$ cat src/rtl/uart_tx_arbiter.sv
// -----------------------------------------------------------------------------
// uart_tx_arbiter
// Shares one UART transmitter between NUM_REQ byte-stream requesters.
// Ownership is granted round-robin and held for a whole message (up to the
// byte flagged by req_last) or until MAX_BURST bytes have gone out, whichever
// comes first. Each byte is handed to the transmitter with a one-cycle
// tx_start pulse, and the arbiter waits for tx_busy to fall before moving on.
//
// Ports
//   clk        : single clock, rising edge
//   reset_n    : synchronous, active-low reset
//   req_valid  : per-requester byte-available flag
//   req_data   : byte for requester i on bits [8i+7:8i]
//   req_last   : per-requester final-byte-of-message flag
//   req_ready  : per-requester byte-accepted strobe (combinational, SEND only)
//   tx_busy    : transmitter busy, from the cycle after tx_start to stop bit
//   tx_start   : one-cycle start pulse to the transmitter
//   tx_data    : byte to transmit, valid while tx_start is high, held otherwise
//   grant      : one-hot current owner, zero when idle
//   state      : FSM state for debug LEDs (IDLE=0, SEND=1, START=2, WAIT=3)
// -----------------------------------------------------------------------------
module uart_tx_arbiter #(
    parameter int NUM_REQ   = 4,
    parameter int MAX_BURST = 16
) (
    input  logic                   clk,
    input  logic                   reset_n,
    input  logic [NUM_REQ-1:0]     req_valid,
    input  logic [8*NUM_REQ-1:0]   req_data,
    input  logic [NUM_REQ-1:0]     req_last,
    output logic [NUM_REQ-1:0]     req_ready,
    input  logic                   tx_busy,
    output logic                   tx_start,
    output logic [7:0]             tx_data,
    output logic [NUM_REQ-1:0]     grant,
    output logic [1:0]             state
);

    localparam int OW = $clog2(NUM_REQ);
    localparam logic [NUM_REQ-1:0] ONE_HOT_0 = NUM_REQ'(1);
    localparam logic [7:0]         BURST_MAX = 8'(MAX_BURST);

    typedef enum logic [1:0] {
        ST_IDLE  = 2'd0,
        ST_SEND  = 2'd1,
        ST_START = 2'd2,
        ST_WAIT  = 2'd3
    } state_t;

    state_t               r_state;
    logic [NUM_REQ-1:0]   r_grant;
    logic [OW-1:0]        r_owner;
    logic [OW-1:0]        r_last_owner;
    logic [7:0]           r_cnt;
    logic                 r_last;
    logic                 r_tx_start;
    logic [7:0]           r_tx_data;

    logic [OW-1:0]        w_pick;
    logic [7:0]           w_owner_byte;
    logic [NUM_REQ-1:0]   w_req_ready;

    // Round-robin search starting one past the previous owner; the first
    // valid requester found (lowest offset) wins.
    function automatic logic [OW-1:0] rr_pick(input logic [NUM_REQ-1:0] valid,
                                              input logic [OW-1:0]      last);
        logic [OW-1:0] pick;
        logic [OW-1:0] idx;
        logic          found;
        pick  = last;
        found = 1'b0;
        for (int i = 1; i <= NUM_REQ; i++) begin
            idx   = OW'((int'(last) + i) % NUM_REQ);
            pick  = (!found && valid[idx]) ? idx : pick;
            found = found | valid[idx];
        end
        return pick;
    endfunction

    assign w_pick       = rr_pick(req_valid, r_last_owner);
    assign w_owner_byte = req_data[{r_owner, 3'b000} +: 8];

    // Byte-accept strobe: only the owner, only in SEND, only when the
    // transmitter is free; forced low while reset is held.
    always_comb begin
        w_req_ready = '0;
        if (reset_n && (r_state == ST_SEND) && !tx_busy) begin
            w_req_ready = r_grant & req_valid;
        end else begin
            w_req_ready = '0;
        end
    end

    // Arbitration / transmit-handshake state machine with registered outputs.
    always_ff @(posedge clk) begin
        if (!reset_n) begin
            r_state      <= ST_IDLE;
            r_grant      <= '0;
            r_owner      <= '0;
            r_last_owner <= OW'(NUM_REQ - 1);
            r_cnt        <= 8'd0;
            r_last       <= 1'b0;
            r_tx_start   <= 1'b0;
            r_tx_data    <= 8'h00;
        end else begin
            r_tx_start <= 1'b0;
            case (r_state)
                ST_IDLE: begin
                    if (|req_valid) begin
                        r_owner <= w_pick;
                        r_grant <= ONE_HOT_0 << w_pick;
                        r_cnt   <= 8'd0;
                        r_state <= ST_SEND;
                    end else begin
                        r_grant <= '0;
                    end
                end
                ST_SEND: begin
                    // A dropped request releases the grant even if the
                    // transmitter is still busy.
                    if (!req_valid[r_owner]) begin
                        r_grant      <= '0;
                        r_last_owner <= r_owner;
                        r_cnt        <= 8'd0;
                        r_state      <= ST_IDLE;
                    end else if (!tx_busy) begin
                        r_tx_data  <= w_owner_byte;
                        r_last     <= req_last[r_owner];
                        r_cnt      <= r_cnt + 8'd1;
                        r_tx_start <= 1'b1;
                        r_state    <= ST_START;
                    end else begin
                        r_state <= ST_SEND;
                    end
                end
                ST_START: begin
                    r_state <= ST_WAIT;
                end
                ST_WAIT: begin
                    if (!tx_busy) begin
                        if (r_last || (r_cnt == BURST_MAX)) begin
                            r_grant      <= '0;
                            r_last_owner <= r_owner;
                            r_cnt        <= 8'd0;
                            r_state      <= ST_IDLE;
                        end else begin
                            r_state <= ST_SEND;
                        end
                    end else begin
                        r_state <= ST_WAIT;
                    end
                end
                default: begin
                    r_grant <= '0;
                    r_state <= ST_IDLE;
                end
            endcase
        end
    end

    assign req_ready = w_req_ready;
    assign tx_start  = r_tx_start;
    assign tx_data   = r_tx_data;
    assign grant     = r_grant;
    assign state     = r_state;

endmodule

$ cat config.mk
export PLATFORM = sky130hd
export DESIGN_NAME = uart_tx_arbiter
export DESIGN_NICKNAME = d
export VERILOG_FILES = /design/src/rtl/uart_tx_arbiter.sv
export SDC_FILE = /design/constraint.sdc
export NUM_CORES = 1
export LEC_CHECK = 0
export CAP_MARGIN = 20
export CORE_UTILIZATION = 40
export CTS_BUF_LIST = sky130_fd_sc_hd__clkbuf_16
export DETAILED_ROUTE_END_ITERATION = 12
export GPL_ROUTABILITY_DRIVEN = 0
export HOLD_SLACK_MARGIN = 0.15
export PLACE_DENSITY = 0.78
export SYNTH_ARGS = -nofsm -noshare
export SYNTH_HDL_FRONTEND = slang
export SYNTH_SLANG_ARGS = --single-unit
$ cat constraint.sdc
create_clock -name clk -period 2.35 [get_ports clk]
set_clock_uncertainty 0.2 [all_clocks]
set_input_delay 0.5875 -clock clk [delete_from_list [all_inputs] [get_ports clk]]
set_output_delay 0.5875 -clock clk [all_outputs]
set_load 0.05 [all_outputs]
==> reports/qor.csv <==
metric,value,unit
antenna_left,0,
final_common_cell,clkdlybuf4s50_1,
cellPowerDensity,597,nW/µm²
worstSetupEndpointType,register,
reg2reg_from,r_cnt[0],
ys_types,38,
hold_viol_final,0,
ys.flop_type,dfxtp_1,
area_delta_synth_final,60.3,%
pwr-share-seq,34.8,%
portBuffers,61,
dr.pass1.iters,4,
via_per_inst,5.46,
drc_errors,0,
wl_per_cell,14.9,µm
fmax,433,MHz
wl,4380,µm
p_total,1.57,mW
multiInputGateArea,1070,µm²
post-route-min-period,2.31,ns
hp-class,register to register,
switching_share,28.0,%
die_x,66.0,µm
regArea,563,µm²
grt-ovfl-total,0,
intPower,1.13,mW
insertion_delay,0.26,ns
die_y,66.0,µm
vias,1599,
fin_crit_sh,98.2,%
avgSynthCellArea,9.76,µm²
fin_area,2630,µm²
async_flop_share,0,%
path_max_fanout,14,
whs,0.292,ns
cap_violations,0,
maxSlewViolCount,0,
ys.warnings.count,0,
fillerInstances,305,
yosysSeqAreaShare,34.2,%
core_area,3800,µm²
grt_usage,21.2,%
antenna_found_initial,0,
nets,291,
drive_above_1_share,24.5,%
clockRootBuffer,clkbuf_16,
diodes,0,
netlist_area,1640,µm²
clk_pin_slew,0.07,ns
hold_start,r_cnt[7],
p_sw,439,µW
ir_drop,449,µV
cts_made_buffers,3,
tightest_slew,0.542,ns
required,2.35,ns
grt_pass1_wl,6900,µm
arrival,2.31,ns
postCtsHoldBufs,0,
post-route-util,69.2,%
p_comb_share,33.4,%
clock_sinks,28,
dp.final_hpwl,3330,µm
cts_buffer_depth,2,
start_kind,register,
start_util,43.1,%
netlist_instances,168,
io_pins,62,
p_leak,1.03,nW
place_ws,-0.487,ns
setup_slack,0.0414,ns
grt_max_degree,26,
rows,22,
cts_max_level,1,
max_slew_margin,63.8,%
criticalPathCategory,register to register,
synth_edf_count,0,
cts_tree,done,
startpoint,r_cnt[0],
status,"complete, no violations",
setup_viol,0,
placed_cell_area,2480,µm²
dr.first_iter.drc_count,65,
grt_pass1_vias,1537,
layout_common_cells,"clkdlybuf4s50_1, dfxtp_1, buf_4",
syn-num-nets,213,
synth_seq_cells,28,
clkPwrFrac,31.7,%
die-area,4360,µm²
## registers in the layout, indices dropped and copies added (netlist names)
register,cells
grant,4
r_cnt,8
r_last,1
r_last_owner,2
r_owner,2
state,2
tx_data,8
tx_start,1
## what timing repair did
| action | CTS | global route |
|---|---|---|
| gates resized for setup | 11 | 16 |
| setup buffers | 0 | 1 |
| hold endpoints to repair | 0 | 0 |
| setup endpoints to repair | 25 | 18 |
| pin swaps | 1 | 4 |
## power groups by stage
stage	combinational [mW]	clock (mW)	sequential [mW]
2_1_floorplan	0.237	0	0.612
3_3_place_gp	0.508	0	0.555
3_5_place_dp	0.519	0	0.555
4_1_cts	0.520	0.510	0.545
5_1_grt	0.560	0.530	0.553
6_report	0.524	0.498	0.546
## path summary, 6_finish.rpt
kind	slack, ns	cells after the start	end
hold / removal	0.29	2	r_cnt[7]
hold reg to reg	0.29	2	r_cnt[7]
setup / recovery	0.04	7	r_cnt[3]
setup reg to reg	0.04	7	r_cnt[3]
## worst max-delay path, stage by stage, from the launching register on
cell and delay [ns]:
dfxtp_1 0.35, inv_1 0.07, ha_1 0.13, nor4b_1 0.30, a31oi_1 0.18, o21a_2 0.33
or4_4 0.55, a21oi_2 0.14
## cells in the mapped netlist, types with 2 or more instances
| master | n | area [µm²] |
|---|---|---|
| buf_2 | 2 | 10.0 |
| o31ai_1 | 7 | 52.6 |
| mux4_2 | 10 | 225 |
| inv_1 | 2 | 7.51 |
| nor2b_1 | 14 | 87.6 |
| clkbuf_1 | 9 | 33.8 |
| nand2b_1 | 4 | 25.0 |
| and3b_1 | 2 | 17.5 |
| nand3_1 | 3 | 15.0 |
| nor2_1 | 7 | 26.3 |
| o211a_1 | 2 | 20.0 |
| and2_1 | 2 | 12.5 |
| o21ai_0 | 6 | 30.0 |
| dfxtp_1 | 28 | 561 |
| a21boi_0 | 5 | 37.5 |
| ha_1 | 2 | 25.0 |
| nand2_1 | 7 | 26.3 |
| o211ai_1 | 2 | 15.0 |
| or4_1 | 6 | 45.0 |
| a21oi_1 | 8 | 40.0 |
| o21a_1 | 4 | 30.0 |
| mux2i_1 | 13 | 130 |
| nor3_1 | 3 | 15.0 |
| and3_1 | 5 | 31.3 |
| nor3b_1 | 2 | 15.0 |
## per-stage QoR
step,TNS [ns],instances
detailed placement,-10.80,288
CTS,0,292
finish,0,293
global route,-0.221,293
floorplan,-0.341,168
global placement,-10.04,288
## layer usage
layer,global-route usage [%],vias to the layer above,routed length (µm)
met1,23.6,775,1740
li1,-,784,-
met3,5.17,6,138
met5,0,-,0
met4,8.24,0,93
met2,38.3,34,2400
## cell type report
type                    instances  share of cell area (%)
clock inverters                 1                    1.14
inverters                       2                   0.286
well taps                      48                    2.29
clock buffers                   3                    2.86
flip-flops and latches         28                    21.4
multi-input cells             126                    40.9
repair buffers                 85                    31.1
## cell families (layout without fill, tap and decap cells)
kind of cell | count (synthesis) | count (layout) | synth area share, %
AOI/OAI and AO/OA | 37 | 37 | 15.1
adders and majority gates | 2 | 2 | 1.53
buffers and inverters | 14 | 91 | 3.82
DFF | 28 | 28 | 34.2
muxes | 23 | 23 | 21.7
and+or+nand+nor | 64 | 64 | 23.7
(Power assumes the default switching activity.)
